<file path="src/rtl/multicycle_control_pkg.sv">
// Shared types and encodings for the multicycle controller.
// States, ALU codes, opcode classes and datapath mux selects.
package multicycle_control_pkg;

  typedef enum logic [3:0] {
    S_FETCH,
    S_DECODE,
    S_MEMADR,
    S_MEMRD,
    S_MEMWB,
    S_MEMWR,
    S_EXECR,
    S_EXECI,
    S_ALUWB,
    S_BRANCH,
    S_UNKNOWN
  } state_e;

  localparam logic [1:0] ALU_ADD = 2'b00;
  localparam logic [1:0] ALU_SUB = 2'b01;
  localparam logic [1:0] ALU_AND = 2'b10;
  localparam logic [1:0] ALU_ORR = 2'b11;

  localparam logic [3:0] CMD_AND = 4'b0000;
  localparam logic [3:0] CMD_SUB = 4'b0010;
  localparam logic [3:0] CMD_ADD = 4'b0100;
  localparam logic [3:0] CMD_CMP = 4'b1010;
  localparam logic [3:0] CMD_ORR = 4'b1100;

  localparam logic [1:0] OP_DP  = 2'b00;
  localparam logic [1:0] OP_MEM = 2'b01;
  localparam logic [1:0] OP_BR  = 2'b10;
  localparam logic [1:0] OP_UND = 2'b11;

  localparam logic [1:0] RES_ALUOUT = 2'b00;
  localparam logic [1:0] RES_DATA   = 2'b01;
  localparam logic [1:0] RES_ALURES = 2'b10;

  localparam logic [1:0] SRCB_REG  = 2'b00;
  localparam logic [1:0] SRCB_IMM  = 2'b01;
  localparam logic [1:0] SRCB_FOUR = 2'b10;

endpackage

</file>
<file path="src/rtl/multicycle_control_alu_decoder.sv">
// ALU operation and flag-write decode for data-processing instructions.
// nowrite flags CMP so the following writeback can be suppressed.
module alu_decoder
  import multicycle_control_pkg::*;
(
  input  logic [5:0] Funct,
  input  logic       enable,
  output logic [1:0] ALUControl,
  output logic [1:0] FlagW,
  output logic       nowrite
);

  logic arith;
  logic known;

  always_comb begin
    ALUControl = ALU_ADD;
    arith      = 1'b0;
    known      = 1'b0;
    nowrite    = 1'b0;
    if (enable) begin
      known = 1'b1;
      case (Funct[4:1])
        CMD_ADD: begin
          ALUControl = ALU_ADD;
          arith      = 1'b1;
        end
        CMD_SUB: begin
          ALUControl = ALU_SUB;
          arith      = 1'b1;
        end
        CMD_AND: ALUControl = ALU_AND;
        CMD_ORR: ALUControl = ALU_ORR;
        CMD_CMP: begin
          ALUControl = ALU_SUB;
          arith      = 1'b1;
          nowrite    = 1'b1;
        end
        default: known = 1'b0;
      endcase
    end
  end

  // Unsupported commands never touch the flags
  assign FlagW[1] = known & Funct[0];
  assign FlagW[0] = known & Funct[0] & arith;

endmodule

</file>
<file path="src/rtl/multicycle_control.sv">
// Multicycle main controller: Moore FSM sequencing fetch, decode,
// memory, data-processing and branch steps for one instruction.
module multicycle_control
  import multicycle_control_pkg::*;
#(
  parameter int STATE_W = 4
) (
  input  logic       clk,
  input  logic       rst_n,
  input  logic [1:0] Op,
  input  logic [5:0] Funct,
  input  logic [3:0] Rd,
  output logic       PCS,
  output logic       NextPC,
  output logic       RegW,
  output logic       MemW,
  output logic       IRWrite,
  output logic       AdrSrc,
  output logic       ALUSrcA,
  output logic       InstrDone,
  output logic [1:0] ResultSrc,
  output logic [1:0] ALUSrcB,
  output logic [1:0] ImmSrc,
  output logic [1:0] RegSrc,
  output logic [1:0] ALUControl,
  output logic [1:0] FlagW
);

  localparam logic [STATE_W-1:0] FETCH   = STATE_W'(S_FETCH);
  localparam logic [STATE_W-1:0] DECODE  = STATE_W'(S_DECODE);
  localparam logic [STATE_W-1:0] MEMADR  = STATE_W'(S_MEMADR);
  localparam logic [STATE_W-1:0] MEMRD   = STATE_W'(S_MEMRD);
  localparam logic [STATE_W-1:0] MEMWB   = STATE_W'(S_MEMWB);
  localparam logic [STATE_W-1:0] MEMWR   = STATE_W'(S_MEMWR);
  localparam logic [STATE_W-1:0] EXECR   = STATE_W'(S_EXECR);
  localparam logic [STATE_W-1:0] EXECI   = STATE_W'(S_EXECI);
  localparam logic [STATE_W-1:0] ALUWB   = STATE_W'(S_ALUWB);
  localparam logic [STATE_W-1:0] BRANCH  = STATE_W'(S_BRANCH);
  localparam logic [STATE_W-1:0] UNKNOWN = STATE_W'(S_UNKNOWN);

  logic [STATE_W-1:0] state_q, state_d;
  logic nowrite_q, nowrite_d;
  logic alu_en;
  logic dec_nowrite;
  logic reg_w;
  logic branch;

  always_ff @(posedge clk or negedge rst_n) begin
    if (!rst_n) begin
      state_q   <= FETCH;
      nowrite_q <= 1'b0;
    end else begin
      state_q   <= state_d;
      nowrite_q <= nowrite_d;
    end
  end

  alu_decoder u_alu_dec (
    .Funct      (Funct),
    .enable     (alu_en),
    .ALUControl (ALUControl),
    .FlagW      (FlagW),
    .nowrite    (dec_nowrite)
  );

  always_comb begin
    state_d   = FETCH;
    nowrite_d = nowrite_q;
    NextPC    = 1'b0;
    MemW      = 1'b0;
    IRWrite   = 1'b0;
    AdrSrc    = 1'b0;
    ALUSrcA   = 1'b0;
    InstrDone = 1'b0;
    ResultSrc = RES_ALUOUT;
    ALUSrcB   = SRCB_REG;
    alu_en    = 1'b0;
    reg_w     = 1'b0;
    branch    = 1'b0;
    case (state_q)
      FETCH: begin
        state_d   = DECODE;
        nowrite_d = 1'b0;
        IRWrite   = 1'b1;
        NextPC    = 1'b1;
        ALUSrcA   = 1'b1;
        ALUSrcB   = SRCB_FOUR;
        ResultSrc = RES_ALURES;
      end
      DECODE: begin
        ALUSrcA   = 1'b1;
        ALUSrcB   = SRCB_FOUR;
        ResultSrc = RES_ALURES;
        case (Op)
          OP_MEM:  state_d = MEMADR;
          OP_DP:   state_d = Funct[5] ? EXECI : EXECR;
          OP_BR:   state_d = BRANCH;
          default: state_d = UNKNOWN;
        endcase
      end
      MEMADR: begin
        ALUSrcB = SRCB_IMM;
        state_d = Funct[0] ? MEMRD : MEMWR;
      end
      MEMRD: begin
        AdrSrc  = 1'b1;
        state_d = MEMWB;
      end
      MEMWB: begin
        ResultSrc = RES_DATA;
        reg_w     = 1'b1;
        InstrDone = 1'b1;
      end
      MEMWR: begin
        AdrSrc    = 1'b1;
        MemW      = 1'b1;
        InstrDone = 1'b1;
      end
      EXECR: begin
        ALUSrcB   = SRCB_REG;
        alu_en    = 1'b1;
        nowrite_d = dec_nowrite;
        state_d   = ALUWB;
      end
      EXECI: begin
        ALUSrcB   = SRCB_IMM;
        alu_en    = 1'b1;
        nowrite_d = dec_nowrite;
        state_d   = ALUWB;
      end
      ALUWB: begin
        reg_w     = ~nowrite_q;
        InstrDone = 1'b1;
      end
      BRANCH: begin
        ALUSrcB   = SRCB_IMM;
        ResultSrc = RES_ALURES;
        branch    = 1'b1;
        InstrDone = 1'b1;
      end
      // UNKNOWN and illegal encodings: no strobes, back to fetch
      default: InstrDone = 1'b1;
    endcase
  end

  assign RegW      = reg_w;
  assign PCS       = branch | (reg_w & (Rd == 4'hF));
  assign ImmSrc    = Op;
  assign RegSrc[0] = (Op == OP_BR);
  assign RegSrc[1] = (Op == OP_MEM);

endmodule

</file>
<file path="config.mk">
export PLATFORM = sky130hd
export DESIGN_NAME = multicycle_control
export DESIGN_NICKNAME = d
export VERILOG_FILES = /design/src/rtl/multicycle_control_pkg.sv /design/src/rtl/multicycle_control_alu_decoder.sv /design/src/rtl/multicycle_control.sv
export SDC_FILE = /design/constraint.sdc
export NUM_CORES = 1
export LEC_CHECK = 0
export ABC_CLOCK_PERIOD_IN_PS = 1700
export BUFFER_PORTS_ARGS = -buffer_cell sky130_fd_sc_hd__buf_2
export CORE_AREA = 2 2 39 41
export CTS_CLUSTER_DIAMETER = 60
export DETAILED_ROUTE_END_ITERATION = 7
export DIE_AREA = 0 0 41 43
export GPL_TIMING_DRIVEN = 1
export PLACE_DENSITY = 0.75
export SYNTH_ARGS = -nofsm -noshare
export SYNTH_HDL_FRONTEND = slang
export SYNTH_HIERARCHICAL = 1
export SYNTH_SLANG_ARGS = --single-unit
</file>
<file path="constraint.sdc">
create_clock -name clk -period 1.7 [get_ports clk]
set_clock_uncertainty 0.1 [all_clocks]
set_input_delay 0.17 -clock clk [delete_from_list [all_inputs] [get_ports clk]]
set_output_delay 0.17 -clock clk [all_outputs]
set_load 0.01 [all_outputs]
</file>
Word-level counts from Yosys, hierarchy flattened
Cells that the tools add are included.
{ "word_totals": {"ff_bits": 5, "latch_bits": 0, "ramBits": 0, "mem_bits_ro": 0, "out_inout_bits": 20, "elab_cells": 59, "n_memories": 0} }
{ "classes": {"n_addsub": 0, "mul": 0, "div_mod_pow": 0, "order_cmp": 0, "n_eq_ne": 16, "shifts": 0, "muxes": 23, "n_bitwise": 5, "n_reduce_logical": 13} }
{ "op_table": {"columns": ["operator", "n"], "rows": [
  ["$eq 4x3->1 const B", 5],
  ["$eq 4x4->1 const B", 5],
  ["$pmux 4 s5", 1],
  ["$mux 1", 14],
  ["$eq 4x2->1 const B", 3],
  ["$pmux 4 s3", 1],
  ["$reduce_or 3->1", 3],
  ["$logic_not 4->1", 2],
  ["$pmux 2 s2", 2],
  ["$reduce_or 2->1", 4],
  ["$pmux 2 s3", 1],
  ["$reduce_or 6->1", 1],
  ["$reduce_or 5->1", 1],
  ["$eq 4x1->1 const B", 1],
  ["$pmux 1 s2", 2],
  ["$and 1x1->1", 3],
  ["$mux 3", 1],
  ["$eq 2x1->1 const B", 1],
  ["$eq 2x2->1 const B", 1],
  ["$logic_not 2->1", 1],
  ["$mux 2", 1],
  ["$reduce_bool 2->1", 1],
  ["$not 1->1", 1],
  ["$or 1x1->1", 1]
]} }

Longest topological paths before layout
{ "depth": {"depth_word": 6, "depth_mapped": 6} }

Modules after synthesis
The synthesis kept the hierarchy.
{ "modules_own_cells": {"columns": ["mod", "n_inst", "cells_each", "area_per_inst_um2", "seq_area_each_um2"], "rows": [
  ["multicycle_control", 1, 53, 420.4, 125.1],
  ["alu_decoder", 1, 13, 87.6, 0.0]
]} }

Least setup slack after synthesis
OpenSTA, ideal clock, no wires.
{ "synth_timing": {"path_type": "register to output", "start": "reg state_q[2]", "end": "out NextPC", "arrival_ps": 1302, "required_time_ps": 1430, "path_slack_ps": 128, "path_stages_with_launch": 4, "cell_sequence": "dfrtp_1 -> buf_2 -> nor4_1 -> buf_4"} }
{ "synth_via": {"elab_chain_len": 2} }
{ "synth_rtl": {"columns": ["element", "line_no", "source"], "rows": [
  ["start: declaration", "multicycle_control.sv:41", "logic [STATE_W-1:0] state_q, state_d;"],
  ["start signal: assignment", "multicycle_control.sv:53", "state_q <= state_d;"],
  ["$logic_not 4->1", null, null],
  ["$mux 1", null, null],
  ["end: declaration", "multicycle_control.sv:14", "output logic NextPC,"]
]} }
No other way between the ends.

Worst setup path after layout
{ "layout_timing": {"start": "reg state_q[0]", "end": "out PCS"} }
{ "layout_via": {"elab_chain_len": 4, "word_cells_on_any_way": 7, "cone_classes": "3 x eq/ne; 2 x mux; 2 x bitwise"} }
{ "layout_rtl": {"columns": ["element", "line_no", "source"], "rows": [
  ["$eq 4x4->1 / $eq 4x3->1 (equally long branches)", "multicycle_control.sv:80", "case (state_q)"],
  ["$pmux 1 s2", "multicycle_control.sv:80", null],
  ["$and 1x1->1", "multicycle_control.sv:147", "assign PCS = branch | (reg_w & (Rd == 4'hF));"],
  ["$or 1x1->1 (*)", "multicycle_control.sv:147", null],
  ["end: declaration", "multicycle_control.sv:13", "output logic PCS,"]
]} }
Mark *: on every way between the ends. The rest lies on a longest branch, timed or not.

==> results.cfg <==
[finish]
fillers = 131
layout_common_cells = 33 x buf_2, 5 x nor3_1, 5 x buf_4
drive_gt1_share_pct = 52.0
nNetsFinal = 117
final_util_pct = 54.3
syn_to_final_growth_pct = 48.0
n_antenna_cell = 0
final_cell_area_um2 = 752
layout_commonest_cell = buf_2

[sta]
setup_viol = 0
holdWs_ns = 0.142
slew_viol_final = 0
finalWorstSetupSlack_ns = 0.0547
slew_headroom_pct = 80.6
fin_crit_ns = 1.65
worst_slew_pin_slew_ns = 0.289
fin_setup_tns_ns = 0
final-hold-violation-count = 0
rsz0062_at_grt = true
fmax_ghz = 0.608
fin_crit_sh_pct = 96.8

[global_routing]
antenna_found_initial = 0
grt_pass1_vias = 551
grt_pass1_wl_mm = 2.04
grt_overflow = 0
grt_util_all_layers_pct = 16.8
grt_start_max_net_pins = 15

[cts]
cts_tree = built
clk_path_buf_depth = 2
postCtsSetupBuffers = 0
cts_root_buffer = clkbuf_4
cts.clk_slew.worst_paths_ns = 0.05
cts.sinks = 5
clk_latency_ns = 0.24
ctsHtreeMaxLevel = 1
numCtsBuffers = 3

[placement]
placedInstanceArea_um2 = 684
portBuffers = 33
hpwl_mm = 1.04
pre_cts_slack_ns = 0.228
place_congestion = 0.718

[synth]
netlist_top_cells_area = dfrtp_1 25%, buf_4 7.4%, nor3_1 5.9%, a211oi_1 4.4%, nand3b_1 4.4%
syn-num-nets = 80
synth_seq_cells = 5
synth_top_area_share_pct = 24.6
syn-cell-area_um2 = 508
synth_seq_area_share_pct = 24.6
synth_top_area_cell = dfrtp_1
ys_types = 32
ys_warn_count = 6
synth_area_per_cell_um2 = 7.70
syn_inst = 66

[drt]
wire_per_inst_um = 12.2
final_antenna_net_count = 0
wl_met2_um = 735
topRoutingLayerUsed = met4
vias = 611
drtIter0Drc = 2
routed_wl_mm = 1.44
met3_length_um = 90
detail_route.first_pass.iterations = 2
m1WireLength_um = 590
vias_per_cell = 5.18
drc_errors = 0

[floorplan]
die_x_um = 41
core_area_um2 = 1380
die_h_um = 43
row_count = 14
initial_utilization_pct = 36.7
die_area_um2 = 1760
io_pins = 34

[setup_path]
critPathCaptureType = output port
path_buf_inv = 1
cp_max_fo = 12
critPathKind = reg2out
start_kind = register
crit_arrival_ns = 1.38
cp.required_ns = 1.43
slowest_delay_ns = 0.49
critPathTopFamily = flip-flops
slowest_stage = dfrtp_2
crit_chain = or3_1, o21ai_1, buf_2

[power_and_ir_drop]
p_leak_nw = 0.380
ir_worst_vdd_v = 0.000761
power_density_nw_per_um2 = 1520

[run_status]
status = finished, final reports clean

[worst_hold_path]
hold_path.class = in2reg

[run]
cap_violations = 0
==> repair_timing <==
item,CTS,global route
hold endpoints to repair,5,0
gates resized for setup,2,8
setup endpoints to repair,1,5
pin swaps,0,1
hold buffers,1,0
==> stage by stage <==
step	power, mW	instances
after global routing	1.23	118
after CTS	1.10	118
after floorplan	0.709	66
after global placement	0.933	113
final	1.15	118
after detailed placement	0.946	113
==> cell usage after synthesis <==
library cell  number
a21boi_0           1
nand2_1            1
buf_4              5
nand3b_1           3
a211oi_1           3
and3_1             2
xor2_1             2
o22a_1             1
or3b_1             1
nor2_1             4
o21a_1             1
a21oi_1            3
nor2b_1            3
nand4_1            1
or3_1              2
clkbuf_1           1
and2_1             1
nand2b_1           3
a21oi_2            1
inv_1              1
inv_2              2
nor4_1             1
o31ai_1            2
nor3b_1            1
xnor2_1            1
a21o_1             1
nor3b_2            1
nand3_1            2
nor3_1             6
buf_2              1
dfrtp_1            5
o21ai_1            3
==> path summary, 6_finish.rpt <==
kind | startpoint | endpoint | slack [ns] | cells past startpoint
max in group asynchronous | rst_n | state_q[1]$_DFF_PN0_ | 1.18 | 2
max | state_q[0]$_DFF_PN0_ | PCS | 0.05 | 3
max reg2reg | state_q[2]$_DFF_PN0_ | nowrite_q$_DFFE_PN0P_ | 0.25 | 6
min | Funct[5] | state_q[0]$_DFF_PN0_ | 0.14 | 3
min reg2reg | nowrite_q$_DFFE_PN0P_ | nowrite_q$_DFFE_PN0P_ | 0.41 | 1
min in group asynchronous | rst_n | state_q[2]$_DFF_PN0_ | 0.17 | 2
==> worst reg2reg max path, cell delays in order, from the launching register on <==
cell,delay (ns)
dfrtp_1,0.39
nor2b_4,0.14
and2_4,0.16
nand2b_1,0.13
nor3_1,0.07
o21a_1,0.18
o22a_1,0.17
==> logic make-up (layout without fill, tap and decap cells) <==
kind of cell / Yosys count / count (layout) / synth area share, %
AOI/OAI and AO/OA: 16 / 16 / 21.2
xor gates and xnor gates: 3 / 3 / 5.17
buffers and inverters: 10 / 46 / 11.3
DFF: 5 / 5 / 24.6
and+or+nand+nor: 32 / 32 / 37.7
==> registers in the layout, indices dropped and copies added, names as in the netlist <==
signal	count
state_q	4
nowrite_q	1
==> layout make-up <==
type | instances | area (µm²) | share of cell area [%]
Inverter | 3 | 11.3 | 1.50
Multi-Input combinational cell | 51 | 354 | 47.1
Sequential cell | 5 | 128 | 17.0
Timing Repair Buffer | 39 | 213 | 28.3
Tap cell | 16 | 20.0 | 2.66
Clock buffer | 4 | 26.3 | 3.49
==> power by group <==
part,leakage (nW),total [mW],switching (mW),internal [mW]
Sequential,0.0626,0.254,0.0855,0.168
Clock,0.0150,0.141,0.0517,0.0889
Combinational,0.303,0.752,0.397,0.355
Total,0.380,1.15,0.535,0.612
==> per-layer routing <==
metal,vias up,global-route usage [%]
met2,24,28.7
met3,4,3.66
met5,-,0
li1,307,-
met1,276,17.0
met4,0,10.0
(Power assumes the default switching activity.)
